**src/rtl/mips_ctrl_fsm_pkg.sv**
```systemverilog
// Shared definitions for the multi-cycle MIPS controller: state and instruction-class
// enums, IR field constants, datapath select encodings and the control-word layout.
package mips_defs;

  typedef enum logic [3:0] {
    S_FETCH  = 4'd0,
    S_DECODE = 4'd1,
    S_MEMADR = 4'd2,
    S_MEMRD  = 4'd3,
    S_MEMWB  = 4'd4,
    S_MEMWR  = 4'd5,
    S_EXEC   = 4'd6,
    S_ALUWB  = 4'd7,
    S_BRANCH = 4'd8,
    S_JUMP   = 4'd9,
    S_COP0   = 4'd10,
    S_INT    = 4'd11
  } state_e;

  typedef enum logic [3:0] {
    IC_NOP  = 4'd0,
    IC_LW   = 4'd1,
    IC_SW   = 4'd2,
    IC_RALU = 4'd3,
    IC_IALU = 4'd4,
    IC_BEQ  = 4'd5,
    IC_J    = 4'd6,
    IC_JAL  = 4'd7,
    IC_JR   = 4'd8,
    IC_MFC0 = 4'd9,
    IC_MTC0 = 4'd10,
    IC_ERET = 4'd11,
    IC_CNOP = 4'd12
  } iclass_e;

  localparam logic [5:0] OP_RTYPE = 6'b000000;
  localparam logic [5:0] OP_J     = 6'b000010;
  localparam logic [5:0] OP_JAL   = 6'b000011;
  localparam logic [5:0] OP_BEQ   = 6'b000100;
  localparam logic [5:0] OP_ADDIU = 6'b001001;
  localparam logic [5:0] OP_ORI   = 6'b001101;
  localparam logic [5:0] OP_LUI   = 6'b001111;
  localparam logic [5:0] OP_COP0  = 6'b010000;
  localparam logic [5:0] OP_LW    = 6'b100011;
  localparam logic [5:0] OP_SW    = 6'b101011;

  localparam logic [5:0] FN_JR    = 6'b001000;
  localparam logic [5:0] FN_ADDU  = 6'b100001;
  localparam logic [5:0] FN_SUBU  = 6'b100011;
  localparam logic [5:0] FN_SLT   = 6'b101010;
  localparam logic [5:0] FN_ERET  = 6'b011000;

  localparam logic [4:0] RS_MFC0  = 5'b00000;
  localparam logic [4:0] RS_MTC0  = 5'b00100;
  localparam logic [4:0] RS_CO    = 5'b10000;

  localparam logic [2:0] ALU_ADD  = 3'd0;
  localparam logic [2:0] ALU_SUB  = 3'd1;
  localparam logic [2:0] ALU_OR   = 3'd2;
  localparam logic [2:0] ALU_SLT  = 3'd3;
  localparam logic [2:0] ALU_LUI  = 3'd4;

  localparam logic [1:0] EXT_ZERO = 2'd0;
  localparam logic [1:0] EXT_SIGN = 2'd1;
  localparam logic [1:0] EXT_UP   = 2'd2;

  localparam logic [1:0] NPC_SEQ  = 2'd0;
  localparam logic [1:0] NPC_BR   = 2'd1;
  localparam logic [1:0] NPC_JMP  = 2'd2;
  localparam logic [1:0] NPC_CP0  = 2'd3;

  localparam logic [1:0] WD_ALU   = 2'd0;
  localparam logic [1:0] WD_MEM   = 2'd1;
  localparam logic [1:0] WD_PC    = 2'd2;
  localparam logic [1:0] WD_CP0   = 2'd3;

  localparam logic [1:0] RD_RT    = 2'd0;
  localparam logic [1:0] RD_RD    = 2'd1;
  localparam logic [1:0] RD_RA    = 2'd2;

  localparam logic [1:0] CP0S_GPR = 2'd0;
  localparam logic [1:0] CP0S_EPC = 2'd1;
  localparam logic [1:0] CP0S_HND = 2'd2;

  // Exception vector selected by cp0_sel=CP0S_HND; the mux itself lives in the datapath.
  localparam logic [31:0] HANDLER_ADDR = 32'h0000_4180;

  typedef struct packed {
    logic       pc_wr;
    logic       pc_wr_cond;
    logic [1:0] npc_sel;
    logic       ir_wr;
    logic       reg_wr;
    logic [1:0] reg_dst;
    logic [1:0] wd_sel;
    logic       alu_src;
    logic [2:0] alu_op;
    logic [1:0] ext_op;
    logic       mem_wr;
    logic       cp0_wr;
    logic       epc_wr;
    logic       exl_clr;
    logic [1:0] cp0_sel;
  } ctrl_t;

endpackage

```
**src/rtl/mips_ctrl_fsm_decode.sv**
```systemverilog
// Combinational instruction classifier: IR opcode/rs/funct to instruction class plus
// the ALU setup used by the EXEC state.
module mips_ctrl_decode
  import mips_defs::*;
(
  input  logic [5:0] op,
  input  logic [4:0] rs,
  input  logic [5:0] funct,
  output iclass_e    iclass,
  output logic [2:0] alu_op,
  output logic [1:0] ext_op,
  output logic       alu_src
);

  always_comb begin
    iclass  = IC_NOP;
    alu_op  = ALU_ADD;
    ext_op  = EXT_ZERO;
    alu_src = 1'b0;
    case (op)
      OP_RTYPE: begin
        case (funct)
          FN_ADDU: begin iclass = IC_RALU; alu_op = ALU_ADD; end
          FN_SUBU: begin iclass = IC_RALU; alu_op = ALU_SUB; end
          FN_SLT:  begin iclass = IC_RALU; alu_op = ALU_SLT; end
          FN_JR:   iclass = IC_JR;
          default: iclass = IC_NOP;
        endcase
      end
      OP_ADDIU: begin
        iclass  = IC_IALU;
        alu_op  = ALU_ADD;
        ext_op  = EXT_SIGN;
        alu_src = 1'b1;
      end
      OP_ORI: begin
        iclass  = IC_IALU;
        alu_op  = ALU_OR;
        ext_op  = EXT_ZERO;
        alu_src = 1'b1;
      end
      OP_LUI: begin
        iclass  = IC_IALU;
        alu_op  = ALU_LUI;
        ext_op  = EXT_UP;
        alu_src = 1'b1;
      end
      OP_LW:  iclass = IC_LW;
      OP_SW:  iclass = IC_SW;
      OP_BEQ: iclass = IC_BEQ;
      OP_J:   iclass = IC_J;
      OP_JAL: iclass = IC_JAL;
      OP_COP0: begin
        // Unrecognised COP0 forms still spend a COP0 cycle, they just write nothing.
        if (rs == RS_MFC0)                          iclass = IC_MFC0;
        else if (rs == RS_MTC0)                     iclass = IC_MTC0;
        else if (rs == RS_CO && funct == FN_ERET)   iclass = IC_ERET;
        else                                        iclass = IC_CNOP;
      end
      default: iclass = IC_NOP;
    endcase
  end

endmodule

```
**src/rtl/mips_ctrl_fsm.sv**
```systemverilog
// Multi-cycle MIPS main controller: sequences fetch/decode/execute/memory/write-back,
// drives datapath enables and selects, and inserts an interrupt-entry cycle at boundaries.
module mips_ctrl_fsm
  import mips_defs::*;
#(
  parameter int INT_EN = 1
) (
  input  logic       clk,
  input  logic       rst,
  input  logic [5:0] op,
  input  logic [4:0] rs,
  input  logic [5:0] funct,
  input  logic       zero,
  input  logic       int_req,
  output logic       pc_wr,
  output logic       pc_wr_cond,
  output logic [1:0] npc_sel,
  output logic       ir_wr,
  output logic       reg_wr,
  output logic [1:0] reg_dst,
  output logic [1:0] wd_sel,
  output logic       alu_src,
  output logic [2:0] alu_op,
  output logic [1:0] ext_op,
  output logic       mem_wr,
  output logic       cp0_wr,
  output logic       epc_wr,
  output logic       exl_clr,
  output logic [1:0] cp0_sel
);

  state_e     state_q, state_d;
  state_e     end_state;
  iclass_e    iclass;
  logic [2:0] dec_alu_op;
  logic [1:0] dec_ext_op;
  logic       dec_alu_src;
  ctrl_t      ctrl;

  // The branch decision is taken by the datapath through pc_wr_cond.
  logic unused_zero;
  assign unused_zero = zero;

  mips_ctrl_decode u_decode (
    .op      (op),
    .rs      (rs),
    .funct   (funct),
    .iclass  (iclass),
    .alu_op  (dec_alu_op),
    .ext_op  (dec_ext_op),
    .alu_src (dec_alu_src)
  );

  assign end_state = ((INT_EN != 0) && int_req) ? S_INT : S_FETCH;

  always_ff @(posedge clk) begin
    if (rst) state_q <= S_FETCH;
    else     state_q <= state_d;
  end

  always_comb begin
    state_d = S_FETCH;
    case (state_q)
      S_FETCH: state_d = S_DECODE;
      S_DECODE: begin
        case (iclass)
          IC_LW, IC_SW:                        state_d = S_MEMADR;
          IC_RALU, IC_IALU:                    state_d = S_EXEC;
          IC_BEQ:                              state_d = S_BRANCH;
          IC_J, IC_JAL, IC_JR:                 state_d = S_JUMP;
          IC_MFC0, IC_MTC0, IC_ERET, IC_CNOP:  state_d = S_COP0;
          default:                             state_d = end_state;
        endcase
      end
      S_MEMADR: state_d = (iclass == IC_SW) ? S_MEMWR : S_MEMRD;
      S_MEMRD:  state_d = S_MEMWB;
      S_EXEC:   state_d = S_ALUWB;
      S_MEMWB, S_MEMWR, S_ALUWB, S_BRANCH, S_JUMP: state_d = end_state;
      // eret always returns to EPC so at least one instruction runs before re-entry.
      S_COP0:   state_d = (iclass == IC_ERET) ? S_FETCH : end_state;
      S_INT:    state_d = S_FETCH;
      default:  state_d = S_FETCH;
    endcase
  end

  always_comb begin
    ctrl = '0;
    case (state_q)
      S_FETCH: begin
        ctrl.ir_wr   = 1'b1;
        ctrl.pc_wr   = 1'b1;
        ctrl.npc_sel = NPC_SEQ;
      end
      S_MEMADR: begin
        ctrl.alu_src = 1'b1;
        ctrl.ext_op  = EXT_SIGN;
        ctrl.alu_op  = ALU_ADD;
      end
      S_MEMWB: begin
        ctrl.reg_wr  = 1'b1;
        ctrl.reg_dst = RD_RT;
        ctrl.wd_sel  = WD_MEM;
      end
      S_MEMWR: ctrl.mem_wr = 1'b1;
      S_EXEC: begin
        ctrl.alu_src = dec_alu_src;
        ctrl.alu_op  = dec_alu_op;
        ctrl.ext_op  = dec_ext_op;
      end
      S_ALUWB: begin
        ctrl.reg_wr  = 1'b1;
        ctrl.reg_dst = (iclass == IC_RALU) ? RD_RD : RD_RT;
        ctrl.wd_sel  = WD_ALU;
      end
      S_BRANCH: begin
        ctrl.alu_op     = ALU_SUB;
        ctrl.pc_wr_cond = 1'b1;
        ctrl.npc_sel    = NPC_BR;
      end
      S_JUMP: begin
        case (iclass)
          IC_J: begin
            ctrl.pc_wr   = 1'b1;
            ctrl.npc_sel = NPC_JMP;
          end
          IC_JAL: begin
            ctrl.pc_wr   = 1'b1;
            ctrl.npc_sel = NPC_JMP;
            ctrl.reg_wr  = 1'b1;
            ctrl.reg_dst = RD_RA;
            ctrl.wd_sel  = WD_PC;
          end
          IC_JR: begin
            ctrl.pc_wr   = 1'b1;
            ctrl.npc_sel = NPC_CP0;
            ctrl.cp0_sel = CP0S_GPR;
          end
          default: ;
        endcase
      end
      S_COP0: begin
        case (iclass)
          IC_MFC0: begin
            ctrl.reg_wr  = 1'b1;
            ctrl.reg_dst = RD_RT;
            ctrl.wd_sel  = WD_CP0;
          end
          IC_MTC0: ctrl.cp0_wr = 1'b1;
          IC_ERET: begin
            ctrl.pc_wr   = 1'b1;
            ctrl.npc_sel = NPC_CP0;
            ctrl.cp0_sel = CP0S_EPC;
            ctrl.exl_clr = 1'b1;
          end
          default: ;
        endcase
      end
      S_INT: begin
        ctrl.epc_wr  = 1'b1;
        ctrl.pc_wr   = 1'b1;
        ctrl.npc_sel = NPC_CP0;
        ctrl.cp0_sel = CP0S_HND;
      end
      default: ;
    endcase
    // A reset cycle must not leave a partial write behind in any state.
    if (rst) ctrl = '0;
  end

  assign pc_wr      = ctrl.pc_wr;
  assign pc_wr_cond = ctrl.pc_wr_cond;
  assign npc_sel    = ctrl.npc_sel;
  assign ir_wr      = ctrl.ir_wr;
  assign reg_wr     = ctrl.reg_wr;
  assign reg_dst    = ctrl.reg_dst;
  assign wd_sel     = ctrl.wd_sel;
  assign alu_src    = ctrl.alu_src;
  assign alu_op     = ctrl.alu_op;
  assign ext_op     = ctrl.ext_op;
  assign mem_wr     = ctrl.mem_wr;
  assign cp0_wr     = ctrl.cp0_wr;
  assign epc_wr     = ctrl.epc_wr;
  assign exl_clr    = ctrl.exl_clr;
  assign cp0_sel    = ctrl.cp0_sel;

endmodule
```
**config.mk**
```make
export PLATFORM = sky130hd
export DESIGN_NAME = mips_ctrl_fsm
export DESIGN_NICKNAME = d
export VERILOG_FILES = /design/src/rtl/mips_ctrl_fsm_pkg.sv /design/src/rtl/mips_ctrl_fsm_decode.sv /design/src/rtl/mips_ctrl_fsm.sv
export SDC_FILE = /design/constraint.sdc
export NUM_CORES = 1
export LEC_CHECK = 0
export ABC_AREA = 1
export CORE_MARGIN = 4
export CORE_UTILIZATION = 30
export CTS_BUF_LIST = sky130_fd_sc_hd__clkbuf_2
export CTS_CLUSTER_SIZE = 25
export DETAILED_ROUTE_END_ITERATION = 7
export SLEW_MARGIN = 40
export SYNTH_ARGS = -nofsm -noshare
export SYNTH_HDL_FRONTEND = slang
export SYNTH_SLANG_ARGS = --single-unit
```
**constraint.sdc**
```tcl
create_clock -name clk -period 2 [get_ports clk]
set_input_delay 0.3 -clock clk [delete_from_list [all_inputs] [get_ports clk]]
set_output_delay 0.3 -clock clk [all_outputs]
set_load 0.005 [all_outputs]
```
==> impl_metrics.ini <==
[final_layout]
n_fill_cell = 299
areaGrowthSynthToFinish_pct = 104
largestRegisters = state_q: 4 flops
diodes = 0
postLayoutCellArea_mm2 = 0.00201
largest_register_ffs = 4
nNetsFinal = 308
largest_register = state_q
drive_gt1_frac = 0.561

[synth]
synth.distinct_cells = 32
synth_top_family_by_area = simple AND/OR/NAND/NOR gates
ys_seq_elements = 4
yosys.area_share.adder = 0
synth-edff-count = 0
synth-xor-area-share = 0
syn_area_per_cell_um2 = 5.18
synth_mux_area_frac = 0
yosys_warnings = 0
synth_nets = 211
ys_seq_area_frac = 0.0814
postSynth.asyncResetShare = 0
ys.flop_type = dfxtp_1
syn_inst = 190
synth-simple-area-share = 0.567
netlist_area_um2 = 983
synth_compound_area_frac = 0.191

[timing]
skew_ns = 0.00671
rsz0062_at_grt = yes
max_slew_margin = 0.803
finalWorstSetupSlack_ns = -0.0226
tns_ns = -0.0400
period_needed_ns = 2.02
setup_viol = 3
fmax_mhz = 494
tightest_slew_ns = 0.292
finalMaxSlewViolations = 0
finalCritPeriodShare = 1.01
hold_viol_final = 0

[cts]
path_clk_slew_ns = 0.05
cts-buffers-inserted = 3
hold_buffers = 0
clkLatencyLatePin_ns = 0.21
cts.path.max_buffers = 2
h-tree-depth = 1
cts_tree = done
cts_sinks = 4
cts.root.buffer_cell = clkbuf_2

[pwr]
comb_power_share = 0.669
internal-power_w = 0.000299
seq_power_share = 0.194
netSwitchingFraction = 0.435
p_leak_nw = 1.06
power.density_mw_per_mm2 = 264
clockPowerShare = 0.137
switchingPower_w = 0.000230
vdd_drop_max_mv = 0.166

[setup_path]
cp_top_family = simple AND/OR/NAND/NOR gates
max_stage_delay_ns = 0.16
crit_top_cell = nor2_4
critical_path.max_fanout = 5
r2r_cells = 8
required_ns = 1.70
slowest_stage = nor2_4
crit_type = primary input to primary output
cp.depth = 12
critPathLaunchType = primary input
crit_arrival_ns = 1.72
endpoint_kind = primary output
crit_buf_inv = 3
crit_chain = buf_8 > nor2_4 > nand4_4 > nor2_4 > nand3_2 > nand2_2 > nor2_4 > buf_6 > a21boi_4 > o211ai_2 > a21o_1 > buf_2

[placed_design]
dp_hpwl_um = 2700
dp_worst_setup_slack_ns = -0.832
place_area_mm2 = 0.00170
portBuffers = 41
gp_congestion = 0.849

[floorplan]
initial_core_util = 0.317
ios = 43
core_area_mm2 = 0.00310
num_rows = 20
dieWidth_um = 65.3
fp.dieH_um = 65.3
die-area_mm2 = 0.00426

[grt]
antenna_found_initial = 0
grt_usage = 0.175
grt_overflow = 0
grt_pass1_wl_um = 6140
grt_max_degree = 19
grt_pass1_vias = 1469

[worst_hold_path]
whs_path_depth = 2
hold_path.class = flip-flop to flip-flop

[detailed_routing]
vias = 1510
drc = 0
vias_per_cell = 4.59
drt_iter0_drc = 71
drtPass1Iterations = 4
routedWlPerCell_um = 11.3
ant_nets = 0
wl_um = 3700

[flow_run]
maxCapViolCount = 0

[run_status]
violations = negative setup slack
outcome = complete, but fails checks
-- path summary, 6_finish.rpt --
kind / start / slack, ns / to
setup reg to reg: state_q[3] / 0.69 / state_q[1]
setup / recovery: op[2] / -0.02 / pc_wr
hold reg to reg: state_q[0] / 0.60 / state_q[2]
hold / removal: state_q[0] / 0.60 / state_q[2]
-- tightest hold or removal path, delay by kind of cell, from the launching register on --
kind	cells	cell delay [ns]
AOI/OAI and AO/OA	2	0.23
DFF	1	0.34
-- cells in the mapped netlist (2+ instances only) --
cell type   n  area share
nand3_1    14       0.071
nand2_2     3       0.019
nor4_1      4       0.025
nor2_4      3       0.034
nand4_1     4       0.025
a21oi_2     3       0.027
o211ai_2    2       0.025
nand2_1    37        0.14
inv_1      36        0.14
o22ai_1     3       0.019
nor2_2      6       0.038
nand3_2     2       0.020
a31oi_1     4       0.025
nor2_1     38        0.15
a21oi_1     8       0.041
nor3_1      4       0.020
dfxtp_1     4       0.081
-- what timing repair did --
action	4_1_cts	5_1_grt
gates resized for setup	167	41
pin swaps	34	30
setup endpoints to repair	23	15
setup buffers	12	6
-- power by group through the flow --
stage	registers [W]	clock network, W	logic, W
after global routing	0.000105	0.0000815	0.000395
after floorplan	0.000106	0	0.000143
final	0.000102	0.0000725	0.000354
after global placement	0.000102	0	0.000318
after detailed placement	0.000102	0	0.000318
after CTS	0.000102	0.0000750	0.000329
-- cells in the final DEF (no fill, tap or decap), types with 2 or more instances in the layout --
cell type and count:
nand4_1 4, clkdlybuf4s50_1 3, o211ai_2 2, o22ai_1 3, nor2_2 13, nand3_1 7
buf_2 20, nor2_4 11, inv_2 12, dfxtp_1 3, dlymetal6s2s_1 3, nand3_2 8
a21oi_2 5, nor2_1 23, buf_6 9, buf_4 49, nand2_1 24, dlygate4sd2_1 7
buf_8 2, inv_1 25, clkbuf_2 4, o21ai_1 2, nor3_1 4, a21oi_1 5
nor4_2 3, nand2_2 13, nand2_4 3, a31oi_1 4
-- stage by stage --
step / cells / utilization / power [W] / hold WS, ns
final: 329 / 0.647 / 0.000529 / 0.602
after global routing: 329 / 0.647 / 0.000581 / 0.648
after CTS: 323 / 0.596 / 0.000506 / 0.611
after detailed placement: 308 / 0.549 / 0.000421 / 0.618
after global placement: 308 / 0.549 / 0.000420 / 0.626
after floorplan: 190 / - / 0.000249 / 0.568
-- logic make-up after synthesis --
group,after synthesis
simple gates,118
compound gates,27
buf+inv,41
flops,4
-- final cells by class --
class | instances | area (um^2) | area share
clock buffers | 3 | 15.0 | 0.00748
inverters | 38 | 145 | 0.0723
multi-input cells | 145 | 967 | 0.482
flip-flops and latches | 4 | 81.3 | 0.0405
well taps | 44 | 55.1 | 0.0274
repair buffers | 95 | 743 | 0.370
-- routing by layer --
metal / GRT usage / vias to the layer above / routed length (um)
li1: - / 804 / -
met1: 0.221 / 659 / 1610
met2: 0.317 / 45 / 1900
met3: 0.0325 / 2 / 184
met4: 0.0155 / 0 / 10
met5: 0 / - / 0
Note: power is estimated with default switching activity, not from simulation.
